[src/rtl/regfile_pkg.sv]
// Shared types and defaults for the 2-read/1-write register file.
// The optional hardwired-zero entry is enabled by defining REGFILE_ZERO_REG_EN.
package regfile_pkg;

  localparam int DEF_DATA_W = 32;
  localparam int DEF_ADDR_W = 5;
  localparam int ZERO_ADDR  = 0;

  typedef enum logic {
    CLEAR = 1'b0,
    READY = 1'b1
  } rf_state_e;

endpackage

[src/rtl/regfile_clear_seq.sv]
// Reset-driven clear sequencer: walks every entry once after reset, then
// reports the register file as ready.
module regfile_clear_seq
  import regfile_pkg::*;
#(
  parameter int ADDR_W = DEF_ADDR_W
) (
  input  logic              clk,
  input  logic              rst,
  output logic              clear_we,
  output logic [ADDR_W-1:0] clear_addr,
  output logic              init_done
);

  localparam logic [ADDR_W-1:0] LAST_ADDR = {ADDR_W{1'b1}};

  rf_state_e         state, state_next;
  logic [ADDR_W-1:0] clr_cnt, clr_cnt_next;

  always_ff @(posedge clk) begin
    if (rst) begin
      state   <= CLEAR;
      clr_cnt <= '0;
    end else begin
      state   <= state_next;
      clr_cnt <= clr_cnt_next;
    end
  end

  // The counter parks on the last entry when leaving CLEAR, so it never wraps.
  always_comb begin
    state_next   = state;
    clr_cnt_next = clr_cnt;
    clear_we     = 1'b0;
    init_done    = 1'b0;
    case (state)
      CLEAR: begin
        clear_we = 1'b1;
        if (clr_cnt == LAST_ADDR) begin
          state_next = READY;
        end else begin
          clr_cnt_next = clr_cnt + 1'b1;
        end
      end
      READY: begin
        init_done = 1'b1;
      end
      default: begin
        state_next = CLEAR;
      end
    endcase
  end

  assign clear_addr = clr_cnt;

endmodule

[src/rtl/regfile_2r1w.sv]
// Register file with one write port, two registered read ports, write-first
// bypass and a clear-on-reset sequence. Define REGFILE_ZERO_REG_EN for a hardwired-zero entry 0.
module regfile_2r1w
  import regfile_pkg::*;
#(
  parameter int DATA_W = DEF_DATA_W,
  parameter int ADDR_W = DEF_ADDR_W
) (
  input  logic              clk,
  input  logic              rst,
  input  logic              we,
  input  logic [ADDR_W-1:0] waddr,
  input  logic [DATA_W-1:0] wdata,
  input  logic              re,
  input  logic [ADDR_W-1:0] raddr1,
  input  logic [ADDR_W-1:0] raddr2,
  output logic [DATA_W-1:0] rdata1,
  output logic [DATA_W-1:0] rdata2,
  output logic              rvalid,
  output logic              init_done
);

  localparam int DEPTH = 1 << ADDR_W;

  logic [DATA_W-1:0] mem [DEPTH];

  logic              clear_we;
  logic [ADDR_W-1:0] clear_addr;
  logic              user_we;
  logic              user_re;
  logic [DATA_W-1:0] rd1_next, rd2_next;

  regfile_clear_seq #(
    .ADDR_W(ADDR_W)
  ) u_clear_seq (
    .clk       (clk),
    .rst       (rst),
    .clear_we  (clear_we),
    .clear_addr(clear_addr),
    .init_done (init_done)
  );

  // User traffic is only honoured once the clear sequence has finished.
  assign user_re = re && init_done && !rst;
`ifdef REGFILE_ZERO_REG_EN
  assign user_we = we && init_done && !rst && (waddr != ADDR_W'(ZERO_ADDR));
`else
  assign user_we = we && init_done && !rst;
`endif

  always_ff @(posedge clk) begin
    if (clear_we) begin
      mem[clear_addr] <= '0;
    end else if (user_we) begin
      mem[waddr] <= wdata;
    end
  end

  // Write-first bypass per port; a hardwired zero entry overrides the bypass.
  always_comb begin
    rd1_next = mem[raddr1];
    rd2_next = mem[raddr2];
    if (we && (raddr1 == waddr)) rd1_next = wdata;
    if (we && (raddr2 == waddr)) rd2_next = wdata;
`ifdef REGFILE_ZERO_REG_EN
    if (raddr1 == ADDR_W'(ZERO_ADDR)) rd1_next = '0;
    if (raddr2 == ADDR_W'(ZERO_ADDR)) rd2_next = '0;
`endif
  end

  always_ff @(posedge clk) begin
    if (rst) begin
      rdata1 <= '0;
      rdata2 <= '0;
      rvalid <= 1'b0;
    end else if (user_re) begin
      rdata1 <= rd1_next;
      rdata2 <= rd2_next;
      rvalid <= 1'b1;
    end else begin
      rvalid <= 1'b0;
    end
  end

endmodule

[config.mk]
export PLATFORM = sky130hd
export DESIGN_NAME = regfile_2r1w
export DESIGN_NICKNAME = d
export VERILOG_FILES = /design/src/rtl/regfile_pkg.sv /design/src/rtl/regfile_clear_seq.sv /design/src/rtl/regfile_2r1w.sv
export SDC_FILE = /design/constraint.sdc
export NUM_CORES = 1
export LEC_CHECK = 0
export CAP_MARGIN = 40
export CORE_MARGIN = 8
export CORE_UTILIZATION = 35
export CTS_CLUSTER_DIAMETER = 30
export DETAILED_ROUTE_END_ITERATION = 8
export GPL_TIMING_DRIVEN = 1
export SKIP_LAST_GASP = 1
export SLEW_MARGIN = 20
export SYNTH_ARGS = -nofsm -noshare
export SYNTH_HDL_FRONTEND = slang
export SYNTH_SLANG_ARGS = --single-unit
[constraint.sdc]
create_clock -name clk -period 3.5 [get_ports clk]
set_input_delay 0.35 -clock clk [delete_from_list [all_inputs] [get_ports clk]]
set_output_delay 0.35 -clock clk [all_outputs]
set_load 0.005 [all_outputs]
==> out/results.tsv <==
metric	value	unit
hold_class	input pin to flop	
dieWidth	397	µm
slew_headroom	0.400	
dr.pass1.iters	6	
status	finished clean	
synthMuxAreaShare	0.239	
cts-root-buf	clkbuf_16	
path_clk_slew	0.05	ns
nNetsFinal	3434	
yosys_warnings	0	
yosys.area_share.simple	0.0380	
holdBufCountCts	0	
finalCritPeriodShare	0.799	
setup_violations	0	
syn_inst	3056	
path_class	flop to flop	
fin_setup_tns	0	ns
placed_area	56400	µm²
synth.avg_cell_area	16.7	µm²
die_y	397	µm
antenna_found_initial	8	
syn_area	50900	µm²
cts_resized	0	
area_delta_synth_final	26.1	%
cp_max_fo	14	
grt.total_usage	0.212	
clockBufferDepth	3	
grt_setup_unrepaired	no	
slowest_delay	0.72	ns
grt_overflow	0	
p_per_area	591	nW/µm²
path_delay_family	compound AO/OA/AOI/OAI gates	
async_reset_ff_frac	0	
ys.flop_type	edfxtp_1	
cap_violations	0	
vias_per_cell	6.01	
clock_latency	0.84	ns
worstPathCellList	buf_4, nand3b_1, a21oi_1, xor2_1, and3_2, a211oi_1, o21ai_0	
cts_sinks	1095	
synthAdderAreaFrac	0.000492	
period_minus_slack	2.79	ns
worst_slack	0.705	ns
required	4.18	ns
cp_slowest_cell	a211oi_1	
fill_cells	12600	
port_buffers	116	
synth.distinct_cells	46	
cts_buffers	219	
drtIter0Drc	4123	
via_count	33000	
fmax	358	MHz
arrival	3.48	ns
tightest_slew	0.897	ns
initial_core_util	0.351	
yosysSeqAreaShare	0.632	
htreeDepth	4	
dieArea	158000	µm²
critPathCaptureType	flop	
yosys_register_bits	1095	
grt_start_max_net_pins	71	
synth_top_family_by_area	multiplexers	
start_kind	flop	
maxSlewViolCount	0	
cts_tree	yes	
path_buf_inv	1	
synth_edf_count	1024	
clock_skew	0.0554	ns
routabilityCongestion	0.835	
routedWlPerCell	31.3	µm
drc	0	
post_cts_buffers	0	
postLayoutCoreUtil	0.443	
power.static_leakage	20.3	nW
report.final.hold_viol_count	0	
grt_pass1_vias	33000	
syn-num-nets	3109	
post-route-cell-area	64200	µm²
num_rows	140	
synth-xor-area-share	0.00206	
wl	172000	µm
synth-compound-area-share	0.0668	
ant_nets	0	
ff_latch_area	32200	µm²
ir_drop	0.524	mV
grt_first_pass_wirelength	242000	µm
drive_gt1_frac	0.287	
dp_hpwl	106000	µm
core	145000	µm²
io-pin-count	117	
multi_input_area	18000	µm²
dp_slack	0.0761	ns
==> report_power, final <==
group | leakage (nW) | total (mW) | internal [mW] | switching [mW]
clock | 3.67 | 21.3 | 14.0 | 7.38
combinational | 8.00 | 2.25 | 0.887 | 1.36
sequential | 8.63 | 14.4 | 14.3 | 0.0657
==> area by class of cell <==
cell class              count  share of cell area
inverters                   5            0.000312
well taps                1917              0.0374
diodes                      1           0.0000390
repair buffers            358              0.0606
flip-flops and latches   1095               0.501
multi-input cells        1702               0.280
clock buffers             239              0.0874
clock inverters           178              0.0332
==> registers in the layout (all words and copies together) (netlist names) <==
signal                  flops
rdata1                     32
mem                      1024
u_clear_seq.state           1
rvalid                      1
u_clear_seq.clear_addr      5
rdata2                     32
==> synth_stat cells, drive strengths merged, types with 39 or more instances <==
library cell,instances,area share
nand2,79,0.0058
o21ai,105,0.010
clkbuf,141,0.010
nor2,63,0.0046
edfxtp,1024,0.60
nand3,121,0.012
a22oi,186,0.027
mux4,338,0.15
nor2b,39,0.0048
o22ai,40,0.0049
mux2i,454,0.089
a211oi,87,0.013
dfxtp,71,0.028
a21oi,54,0.0053
buf,113,0.011
==> per-stage QoR <==
stage,cells,power [mW],hold slack [ns]
CTS,5494,38.1,0.225
global route,5495,38.8,0.270
floorplan,3056,15.9,0.442
global placement,5075,16.8,0.442
detailed placement,5077,16.8,0.449
finish,5495,38.0,0.283
==> placed cells by master (no fill, tap or decap), types with 5 or more instances in the layout <==
cell                n
edfxtp_1         1024
mux2i_1           454
mux4_2            338
clkbuf_16         220
a22oi_1           186
buf_4             171
nand3_1           119
clkdlybuf4s50_1   108
a211oi_1           87
nand2_1            77
buf_12             72
dfxtp_1            71
o21ai_1            59
a21oi_1            52
o21ai_0            45
o22ai_1            40
clkinv_2           36
nor2_4             35
clkinvlp_4         34
and2_1             33
o31ai_1            33
nor2b_1            33
bufinv_16          31
clkinv_1           28
nor2_1             25
nand4_1            25
clkinv_4           18
inv_6              17
clkbuf_1           16
clkinv_16           8
xnor2_1             7
xor2_1              5
==> metal layers <==
layer | vias to the layer above | GRT usage | wire length [µm]
met1 | 17300 | 0.290 | 70600
met3 | 347 | 0.0524 | 16800
met5 | - | 0 | 23
met2 | 1892 | 0.333 | 79500
met4 | 4 | 0.0666 | 5190
li1 | 13500 | - | -
==> final timing paths <==
check	start	endpoint	slack [ns]	depth (start not counted)
min reg2reg	rdata1[25]	rdata1[25]	0.46	2
max reg2reg	u_clear_seq.state	rdata2[26]	0.71	7
min	raddr1[2]	rdata1[19]	0.28	5
max	u_clear_seq.state	rdata2[26]	0.71	7
==> logic make-up (layout without fill, tap and decap cells) <==
logic type,count (synthesis),count (layout)
flip-flops,1095,1095
multiplexers,792,792
AO/OA/AOI/OAI,511,511
AND/OR/NAND/NOR,385,385
buffers and inverters,259,780
XOR/XNOR,12,12
adder cells (fa/ha/maj),2,2
other,0,1
==> worst min-delay path: stages <==
cell,delay [ns]
buf_4,0.26
a211oi_1,0.12
a21oi_1,0.12
a211oi_1,0.08
o21ai_1,0.12
No activity file was read; power rests on OpenSTA's default activity.
